## src/rtl/core101_fetch_pkg.sv

```systemverilog
// core101_fetch_pkg: shared state encoding and address constants for the Core101 fetch stage
package core101_fetch_pkg;
    typedef enum logic [1:0] {
        FETCH   = 2'd0,
        DELIVER = 2'd1,
        FLUSH   = 2'd2
    } fetch_state_e;
    localparam int PC_INCREMENT = 4;
    localparam int ALIGN_MASK   = 3;
endpackage

```

## src/rtl/fetch_pc_gen.sv

```systemverilog
// fetch_pc_gen: next-pc select (reset / redirect / advance / hold) with word alignment
module fetch_pc_gen
    import core101_fetch_pkg::*;
#(
    parameter int                    DATA_WIDTH = 32,
    parameter logic [DATA_WIDTH-1:0] RESET_PC   = '0
) (
    input  logic                  reset_in,
    input  logic                  branch_valid_in,
    input  logic [DATA_WIDTH-1:0] branch_target_in,
    input  logic                  advance_in,
    input  logic [DATA_WIDTH-1:0] pc_in,
    output logic [DATA_WIDTH-1:0] next_pc
);
    localparam logic [DATA_WIDTH-1:0] MASK = ~DATA_WIDTH'(ALIGN_MASK);
    localparam logic [DATA_WIDTH-1:0] INC  = DATA_WIDTH'(PC_INCREMENT);
    always_comb begin
        next_pc = reset_in        ? (RESET_PC & MASK) :
                  branch_valid_in ? (branch_target_in & MASK) :
                  advance_in      ? pc_in + INC : pc_in;
    end
endmodule

```

## src/rtl/fetch_unit.sv

```systemverilog
// fetch_unit: Core101 instruction fetch; owns the pc, runs the memory request handshake
// and strobes fetched instructions into the negedge IF/ID register.
module fetch_unit
    import core101_fetch_pkg::*;
#(
    parameter int                    DATA_WIDTH = 32,
    parameter logic [DATA_WIDTH-1:0] RESET_PC   = '0
) (
    input  logic                  clock_in,
    input  logic                  reset_in,
    input  logic                  stall_in,
    input  logic                  branch_valid_in,
    input  logic [DATA_WIDTH-1:0] branch_target_in,
    output logic                  mem_req_out,
    output logic [DATA_WIDTH-1:0] mem_addr_out,
    input  logic                  mem_ack_in,
    input  logic [DATA_WIDTH-1:0] mem_data_in,
    output logic [DATA_WIDTH-1:0] inst_out,
    output logic [DATA_WIDTH-1:0] pc_out,
    output logic                  inst_set_out
);
    fetch_state_e          state, next_state;
    logic [DATA_WIDTH-1:0] pc, next_pc, req_addr;
    logic                  advance, capture;
    fetch_pc_gen #(.DATA_WIDTH(DATA_WIDTH), .RESET_PC(RESET_PC)) u_pc_gen (
        .reset_in        (reset_in),
        .branch_valid_in (branch_valid_in),
        .branch_target_in(branch_target_in),
        .advance_in      (advance),
        .pc_in           (pc),
        .next_pc         (next_pc)
    );
    // While in FETCH the request address is the live pc; FLUSH keeps the one latched on the way out
    always_comb begin
        advance      = state == DELIVER && !stall_in && !branch_valid_in;
        capture      = state == FETCH && mem_ack_in && !branch_valid_in;
        inst_set_out = !reset_in && advance;
        mem_req_out  = !reset_in && state != DELIVER;
        mem_addr_out = reset_in ? '0 : state == FETCH ? pc : req_addr;
        next_state   = state == FETCH   ? (branch_valid_in ? (mem_ack_in ? FETCH : FLUSH) :
                                                             (mem_ack_in ? DELIVER : FETCH)) :
                       state == DELIVER ? ((branch_valid_in || !stall_in) ? FETCH : DELIVER) :
                                          (mem_ack_in ? FETCH : FLUSH);
    end
    always_ff @(posedge clock_in) begin
        pc <= next_pc;
        if (reset_in) begin
            state    <= FETCH;
            req_addr <= '0;
            inst_out <= '0;
            pc_out   <= '0;
        end else begin
            state <= next_state;
            if (state == FETCH) req_addr <= pc;
            if (capture) begin
                inst_out <= mem_data_in;
                pc_out   <= pc;
            end
        end
    end
endmodule

```

## config.mk

```make
export PLATFORM = sky130hd
export DESIGN_NAME = fetch_unit
export DESIGN_NICKNAME = d
export VERILOG_FILES = /design/src/rtl/core101_fetch_pkg.sv /design/src/rtl/fetch_pc_gen.sv /design/src/rtl/fetch_unit.sv
export SDC_FILE = /design/constraint.sdc
export NUM_CORES = 1
export LEC_CHECK = 0
export BUFFER_PORTS_ARGS = -buffer_cell sky130_fd_sc_hd__buf_2
export CELL_PAD_IN_SITES_DETAIL_PLACEMENT = 1
export CELL_PAD_IN_SITES_GLOBAL_PLACEMENT = 1
export CORE_ASPECT_RATIO = 0.9
export CORE_MARGIN = 2
export CORE_UTILIZATION = 32
export DETAILED_ROUTE_END_ITERATION = 12
export PLACE_DENSITY_LB_ADDON = 0.1
export RECOVER_POWER = 50
export SYNTH_ARGS = -nofsm -noshare
export SYNTH_HDL_FRONTEND = slang
export SYNTH_HIERARCHICAL = 1
export SYNTH_SLANG_ARGS = --single-unit
export TNS_END_PERCENT = 50
```

## constraint.sdc

```tcl
create_clock -name clock_in -period 2.9 [get_ports clock_in]
set_clock_uncertainty 0.15 [all_clocks]
set_input_delay 0.58 -clock clock_in [delete_from_list [all_inputs] [get_ports clock_in]]
set_output_delay 0.58 -clock clock_in [all_outputs]
set_load 0.05 [all_outputs]
```

==> results of run 1 <==
## cells by family (layout without fill, tap and decap cells)
group | count (synthesis) | in the layout
compound gates | 114 | 114
xor+xnor | 12 | 12
mux | 66 | 66
fa+ha+maj | 1 | 1
buf+inv | 68 | 232
simple gates | 275 | 275
flops | 130 | 130
## metal layers
layer,part of all wire (%),track usage (%),vias up
met5,0,0,-
met4,0.96,4.72,0
met3,3.7,4.13,9
met2,49,30.9,90
met1,46,21.5,2621
li1,-,-,2638
## worst reg2reg max path, delay by kind of cell (launching register included)
family	cells	cell delay, ns
flops	1	0.34
mux	1	0.35
simple gates	1	0.34
buf+inv	2	1.36
## registers in the layout, indices dropped and copies added (netlist names)
| register | cells |
|---|---|
| inst_out | 32 |
| pc | 32 |
| req_addr | 32 |
| state | 2 |
| pc_out | 32 |
## cell usage in the layout, fill, tap and decap left out, types with 15 or more instances in the layout
| master | netlist | layout |
|---|---|---|
| nand2b_1 | 129 | 129 |
| dfxtp_1 | 130 | 129 |
| buf_2 | 11 | 98 |
| mux2i_1 | 66 | 66 |
| clkbuf_1 | 29 | 65 |
| a21oi_1 | 39 | 39 |
| or3b_1 | 32 | 32 |
| nor2_1 | 28 | 28 |
| o21ai_1 | 20 | 20 |
| buf_4 | 0 | 20 |
| o21ai_0 | 17 | 17 |
| clkbuf_16 | 0 | 17 |
| nand2_1 | 16 | 16 |
| a211oi_1 | 15 | 15 |
## how the worst max path moves through the flow
stage	start	end	slack (ns)	cells past startpoint
floorplan	stall_in	pc[26]	0.31	6
global placement	stall_in	pc[26]	0.06	7
detailed placement	branch_valid_in	pc[26]	0.06	7
CTS	state[0]	inst_set_out	0.14	5
global route	state[1]	inst_out[11]	0.05	4
finish	state[0]	mem_addr_out[11]	0.17	4
## synth_stat cells (all sizes together) (6+ instances only)
| master | count |
|---|---|
| o21ai | 37 |
| a211oi | 15 |
| and4 | 8 |
| nand4 | 10 |
| nand2b | 129 |
| nor3 | 6 |
| or3 | 6 |
| clkbuf | 31 |
| a311oi | 9 |
| inv | 14 |
| a21oi | 39 |
| nor2 | 28 |
| nor4 | 10 |
| buf | 23 |
| xnor2 | 8 |
| dfxtp | 130 |
| or3b | 32 |
| nand2 | 16 |
| nand3 | 9 |
| nor2b | 6 |
| mux2i | 66 |
## power by group
group	internal, mW	switching [mW]
sequential	1.87	0.0797
clock	1.46	0.816
combinational	0.212	0.420
total	3.54	1.32
## metrics by stage
| stage | area (µm²) | hold slack, ns | worst slack, ns | utilization [%] | instances |
|---|---|---|---|---|---|
| finish | 7770 | 0.216 | 0.173 | 40.5 | 1080 |
| global route | 7770 | 0.204 | 0.0495 | 40.5 | 1080 |
| CTS | 7870 | 0.196 | 0.144 | 41.1 | 1080 |
| detailed placement | 7240 | 0.312 | 0.0625 | 37.8 | 1048 |
| global placement | 7240 | 0.307 | 0.0623 | 37.8 | 1048 |
| floorplan | 6250 | 0.305 | 0.313 | - | 666 |
## layout make-up
class | count | area (µm²) | area share (%)
multi-input combinational | 468 | 3240 | 41.7
sequential | 130 | 2600 | 33.5
timing repair buffer | 186 | 930 | 12.0
clock buffer | 18 | 439 | 5.65
tap | 250 | 313 | 4.03
clock inverter | 14 | 188 | 2.42
inverter | 14 | 52.6 | 0.676
## repair_timing
action	4_1_cts	5_1_grt
gates resized for setup	0	1
endpoints found under the setup margin	0	1
hold endpoints to repair	0	0
==> impl_metrics.yaml, run 1 <==
status:
  outcome: "completed"
critical_path:
  crit_path_max_fanout: 54
  crit_family: "buffers and inverters"
  reg2regPathDepth: 4
  critPathSlowestCell: "dfxtp_2"
  required_ns: 2.17
  startpoint_type: "flip-flop"
  critPathArrivalTime_ns: 2.00
  crit_chain: "buf_12, or3b_1, a21oi_1, buf_2"
  critPathKind: "flip-flop to output pin"
  rrSetupSlack_ns: 0.26
  crit_path_end_kind: "output pin"
  critPathBufInv: 2
  crit_path_max_incr_delay_ns: 0.41
  worstReg2RegEnd: "pc_out[19]"
  r2r_start: "state[1]"
placement:
  port_buffers: 164
  gp_congestion: 0.787
  dp_hpwl_um: 12800
sta:
  max_freq_mhz: 367
  tightest_slew_ns: 1.45
  max_slew_margin_pct: 3.40
  hold_violations: 0
  setup_viol: 0
  period_share_pct: 94.0
  rsz0062_at_grt: "no"
  fin_crit_ns: 2.73
  fin_tns_setup_ns: 0
  drv_slew: 0
routing:
  firstDrtPassIters: 4
  wl_um: 18200
  vias: 5358
  detail_route.vias_per_cell: 4.96
  drc: 0
  ant_nets: 0
  wire_per_inst_um: 16.9
  drtIter0Drc: 181
grt:
  grt_pass1_vias: 5515
  grt_pass1_wl_um: 28400
  grt_usage_pct: 17.6
  gr-total-overflow: 0
  antenna_found_initial: 0
  grt_max_degree: 65
layout:
  area_growth_pct: 24.4
  fin_nets: 887
  fillerInstances: 2259
  antenna_cells: 0
  drive_gt1_share_pct: 19.9
floorplanning:
  core_um2: 19200
  fp.dieArea_um2: 20700
  die_w_um: 151
  ioPinCount: 167
  die_h_um: 137
  initial_core_util_pct: 32.6
  placementRows: 48
clock_tree:
  path_clk_slew_ns: 0.05
  cts_tree: "yes"
  cts-hold-fix-buffers: 0
  cts_sinks: 130
  clockBufferDepth: 2
  h-tree-depth: 4
  clock-root-buffer: "clkbuf_16"
  insertion_delay_ns: 0.41
  cts_setup_buffers: 0
  cts_buffers: 17
synth:
  synth_compound_area_share_pct: 11.1
  synth_edf_count: 0
  synth_nets: 736
  synth_fa_ha_area_share_pct: 0.200
  ys.flop_type: "dfxtp_1"
  synth_top_family_by_area: "simple AND/OR/NAND/NOR gates"
  yosys.area_share.simple_pct: 28.1
  synth_xor_xnor_area_share_pct: 1.68
  synth_top_cells_by_area: "dfxtp_1 42%, nand2b_1 13%, mux2i_1 11%, or3b_1 4.5%, a21oi_1 3.1%"
  synth_mux_area_share_pct: 10.6
  synth_top_area_share_pct: 41.7
  netlist_area_um2: 6250
  async_flop_share_pct: 0
  syn_avg_cell_area_um2: 9.38
  yosys.area.top_type: "dfxtp_1"
  yosysSeqAreaShare_pct: 41.7
  syn_inst: 666
  synth_seq_cells: 130
  yosys_warnings: 6
  synth.distinct_cells: 48
hold_path:
  worstHoldStart: "mem_ack_in"
  hold_path.class: "primary input to flip-flop"
  min_to: "state[1]"
  min_path_cells: 2
flow_run:
  drv_cap: 0
pwr:
  pwr_density_cell_nw_per_um2: 625
  power_leakage_nw: 2.91
  power_mw: 4.86
  peakVddDrop_mv: 0.304
Note: power is estimated with default switching activity, not from simulation.
==> inputs of run 2 (changes only) <==
- CELL_PAD_IN_SITES_DETAIL_PLACEMENT: 1 -> not set
- CELL_PAD_IN_SITES_GLOBAL_PLACEMENT: 1 -> not set
- CTS_BUF_LIST: not set -> sky130_fd_sc_hd__clkbuf_4
- PLACE_DENSITY_LB_ADDON: 0.1 -> not set
==> run 2 against run 1 <==
  * Sequential power hardly changed
  * Non-clock buffer count is 3 higher
  * Maximum frequency is 1.1% lower
  * Critical endpoint is now mem_addr_out[10]
  * Critical path depth stayed put
  * Largest cell class unchanged
==> impl_metrics.yaml, run 2 (synthesis results as in run 1) <==
sta:
  rsz0062_at_grt: "no"
  setup_viol: 0
  fin_tns_setup_ns: 0
  hold_violations: 0
  fin_crit_ns: 2.76
  hold_slack_ns: 0.0878
  max_freq_mhz: 363
  fin_ws_ns: 0.143
  tightest_slew_ns: 1.24
  drv_slew: 0
  period_share_pct: 95.1
  max_slew_margin_pct: 17.5
critical_path:
  startpoint_type: "flip-flop"
  required_ns: 2.17
  crit_family: "buffers and inverters"
  critical_path.startpoint: "state[1]"
  critPathBufInv: 2
  reg2regPathDepth: 6
  crit_chain: "buf_4, or3b_1, a21oi_1, buf_2"
  crit_path_max_fanout: 33
  crit_path_max_incr_delay_ns: 0.41
  critPathKind: "flip-flop to output pin"
  critPathArrivalTime_ns: 2.03
  path_depth: 4
  critPathSlowestCell: "or3b_1"
  r2r_start: "state[0]"
  crit_path_end_kind: "output pin"
hold_path:
  min_path_cells: 2
  hold_path.class: "primary input to flip-flop"
  worstHoldStart: "mem_ack_in"
layout:
  fin_cells: 1082
  final_cell_mix: "151 x buf_2, 129 x nand2b_1, 128 x dfxtp_1"
  fin_nets: 890
  final_common_cell: "buf_2"
  drive_gt1_share_pct: 26.7
  final_util_pct: 39.5
  antenna_cells: 0
  area_growth_pct: 21.2
  final_cell_area_um2: 7570
routing:
  drtIter0Drc: 281
  detail_route.vias_per_cell: 4.82
  drc: 0
  wire_per_inst_um: 14.9
  ant_nets: 0
  vias: 5219
  wl_um: 16100
  firstDrtPassIters: 6
floorplanning:
  placementRows: 48
  fp.dieArea_um2: 20700
  die_h_um: 137
  core_um2: 19200
  ioPinCount: 167
  initial_core_util_pct: 32.6
  die_w_um: 151
placement:
  numPlacedInstances: 1051
  dp_slack_ns: 0.0293
  port_buffers: 164
  post_dp_cell_area_um2: 7300
  dp_hpwl_um: 11200
  gp_congestion: 0.767
clock_tree:
  clock-root-buffer: "clkbuf_4"
  clockBufferDepth: 2
  cts_tree: "yes"
  cts_sinks: 130
  cts-hold-fix-buffers: 0
  insertion_delay_ns: 0.53
  h-tree-depth: 4
  path_clk_slew_ns: 0.12
  cts_buffers: 17
status:
  outcome: "completed"
pwr:
  pwr_density_cell_nw_per_um2: 524
  peakVddDrop_mv: 0.231
  power_leakage_nw: 3.02
  power_mw: 3.97
grt:
  grt_max_degree: 68
  gr-total-overflow: 0
  grt_usage_pct: 15.8
  grt_pass1_vias: 4966
  grt_pass1_wl_um: 25600
  antenna_found_initial: 0
flow_run:
  drv_cap: 0
[run 2: final cells by class]
type	count	area [µm²]
Fill cell	1944	11600
Multi-Input combinational cell	468	3230
Sequential cell	130	2610
Timing Repair Buffer	189	1050
Tap cell	250	313
Clock inverter	14	189
Clock buffer	17	128
Inverter	14	52.6
[run 2: repair_timing]
action                     CTS  global route
resized for setup            0             5
buffers inserted             0             0
hold endpoints to repair     0             0
setup endpoints to repair    0             4
[run 2: final timing paths]
path / end / slack [ns]
setup / recovery: mem_addr_out[10] / 0.14
setup reg to reg: pc[26] / 0.33
hold / removal: state[1] / 0.09
hold reg to reg: inst_out[8] / 0.32
[run 2: power breakdown]
part / switching [mW] / internal [mW]
Sequential: 0.0711 / 1.87
Clock: 0.710 / 0.678
Combinational: 0.415 / 0.224
Total: 1.20 / 2.77
[run 2: routing by layer]
metal	global-route usage (%)	part of all wire (%)	up-vias
met3	3.77	4.5	11
met1	20.8	48	2435
li1	-	-	2656
met2	25.8	47	117
met4	4.67	0.95	0
met5	0	0	-
[run 2: worst reg2reg max path, stage by stage (launching register included)]
cell      delay, ns
dfxtp_2        0.48
nor4b_2        0.27
buf_4          0.22
nand4_4        0.15
or4_4          0.57
or4_1          0.41
a311oi_1       0.24
==> inputs of run 3 (changes only) <==
- ABC_CLOCK_PERIOD_IN_PS: not set -> 2900
- REMOVE_ABC_BUFFERS: not set -> 1
==> run 3 against run 2 <==
  * Wire length decreased by 2.5%
  * Sequential share of layout area increased by 0.10 points
  * Total power decreased by 2.7%
==> impl_metrics.yaml, run 3 (synthesis results as in run 1) <==
sta:
  fin_ws_ns: 0.193
  period_share_pct: 93.4
  drv_slew: 0
  max_slew_margin_pct: 45.2
  hold_slack_ns: 0.0901
  tightest_slew_ns: 0.823
  max_freq_mhz: 369
  fin_crit_ns: 2.71
  setup_viol: 0
  rsz0062_at_grt: "no"
  hold_violations: 0
floorplanning:
  core_um2: 19200
  fp.dieArea_um2: 20700
  die_h_um: 137
  ioPinCount: 167
  die_w_um: 151
  placementRows: 48
  initial_core_util_pct: 32.6
placement:
  numPlacedInstances: 1053
  dp_hpwl_um: 11000
  port_buffers: 164
  gp_congestion: 0.711
  dp_slack_ns: 0.129
  post_dp_cell_area_um2: 7280
status:
  outcome: "completed"
clock_tree:
  cts_setup_buffers: 0
  cts_sinks: 130
  cts_tree: "yes"
  path_clk_slew_ns: 0.11
  insertion_delay_ns: 0.54
  h-tree-depth: 4
  clockBufferDepth: 2
  cts_buffers: 17
  post_cts_resized: 0
  cts-hold-fix-buffers: 0
  clock-root-buffer: "clkbuf_4"
grt:
  antenna_found_initial: 1
  grt_pass1_wl_um: 25000
  grt_pass1_vias: 4845
  gr-total-overflow: 0
  grt_max_degree: 48
  grt_usage_pct: 15.6
hold_path:
  hold_path.class: "primary input to flip-flop"
  worstHoldStart: "mem_ack_in"
  min_to: "state[1]"
  min_path_cells: 2
critical_path:
  reg2regPathDepth: 6
  startpoint_type: "flip-flop"
  rrSetupSlack_ns: 0.53
  crit_path_max_fanout: 47
  critPathArrivalTime_ns: 1.98
  critPathKind: "flip-flop to output pin"
  crit_path_end_kind: "output pin"
  r2r_start: "state[1]"
  worstReg2RegEnd: "pc[26]"
  required_ns: 2.17
layout:
  fin_cells: 1086
  multi_input_area_um2: 3230
  final_cell_mix: "141 x buf_2, 129 x nand2b_1, 128 x dfxtp_1"
  drive_gt1_share_pct: 26.2
  fin_nets: 892
  fillerInstances: 1973
  final_common_cell: "buf_2"
  area_growth_pct: 20.8
  ff_latch_area_um2: 2610
  final_cell_area_um2: 7550
routing:
  ant_nets: 0
  drc: 0
  wl_um: 15700
  drtIter0Drc: 269
  firstDrtPassIters: 4
  detail_route.vias_per_cell: 4.71
  wire_per_inst_um: 14.5
  vias: 5113
pwr:
  pwr_density_cell_nw_per_um2: 512
  power_leakage_nw: 2.99
  peakVddDrop_mv: 0.247
  power_mw: 3.86
flow_run:
  drv_cap: 0
-- run 3: changes by cell type in the layout (fill, tap and decap cells not counted), sizes merged --
cell | previous run | this run
buf | 176 | 167
bufinv | 4 | 3
clkbuf | 30 | 43
clkinvlp | 2 | 3
diode | 0 | 1
inv | 15 | 14
-- run 3: worst max-delay path by stage --
stage	startpoint	endpoint	slack [ns]
floorplan	state[0]	inst_out[0]	-3.71
global placement	stall_in	pc[26]	0.14
detailed placement	stall_in	pc[26]	0.13
CTS	state[1]	mem_addr_out[20]	0.04
global route	state[1]	mem_addr_out[7]	0.007
finish	state[1]	mem_addr_out[21]	0.19
-- run 3: power by group --
group | internal (mW) | switching (mW)
clock network | 0.600 | 0.686
logic | 0.225 | 0.415
registers | 1.87 | 0.0657
total | 2.69 | 1.17
-- run 3: critical path, cell delays in order (launching register included) --
cell and delay, ns:
dfxtp_2 0.36, buf_6 0.20, or3b_1 0.40, a21oi_1 0.16
buf_2 0.32
-- run 3: per-stage QoR --
stage,setup TNS (ns),util [%]
global route,0,39.4
CTS,0,39.5
global placement,0,38.0
floorplan,-250.43,-
finish,0,39.4
detailed placement,0,38.0
-- run 3: layer usage --
| layer | wire length [µm] | track usage [%] | share of wire, % |
|---|---|---|---|
| met5 | 0 | 0 | 0 |
| met4 | 190 | 3.89 | 1.2 |
| met1 | 7770 | 21.2 | 49 |
| met3 | 931 | 4.90 | 5.9 |
| met2 | 6830 | 24.0 | 43 |
-- run 3: area by class of cell --
class	count	share of cell area, %
Timing Repair Buffer	191	14.1
Inverter	14	0.696
Antenna cell	1	0.0332
Clock inverter	13	1.89
Clock buffer	19	1.89
Sequential cell	130	34.5
Tap cell	250	4.14
Multi-Input combinational cell	468	42.8
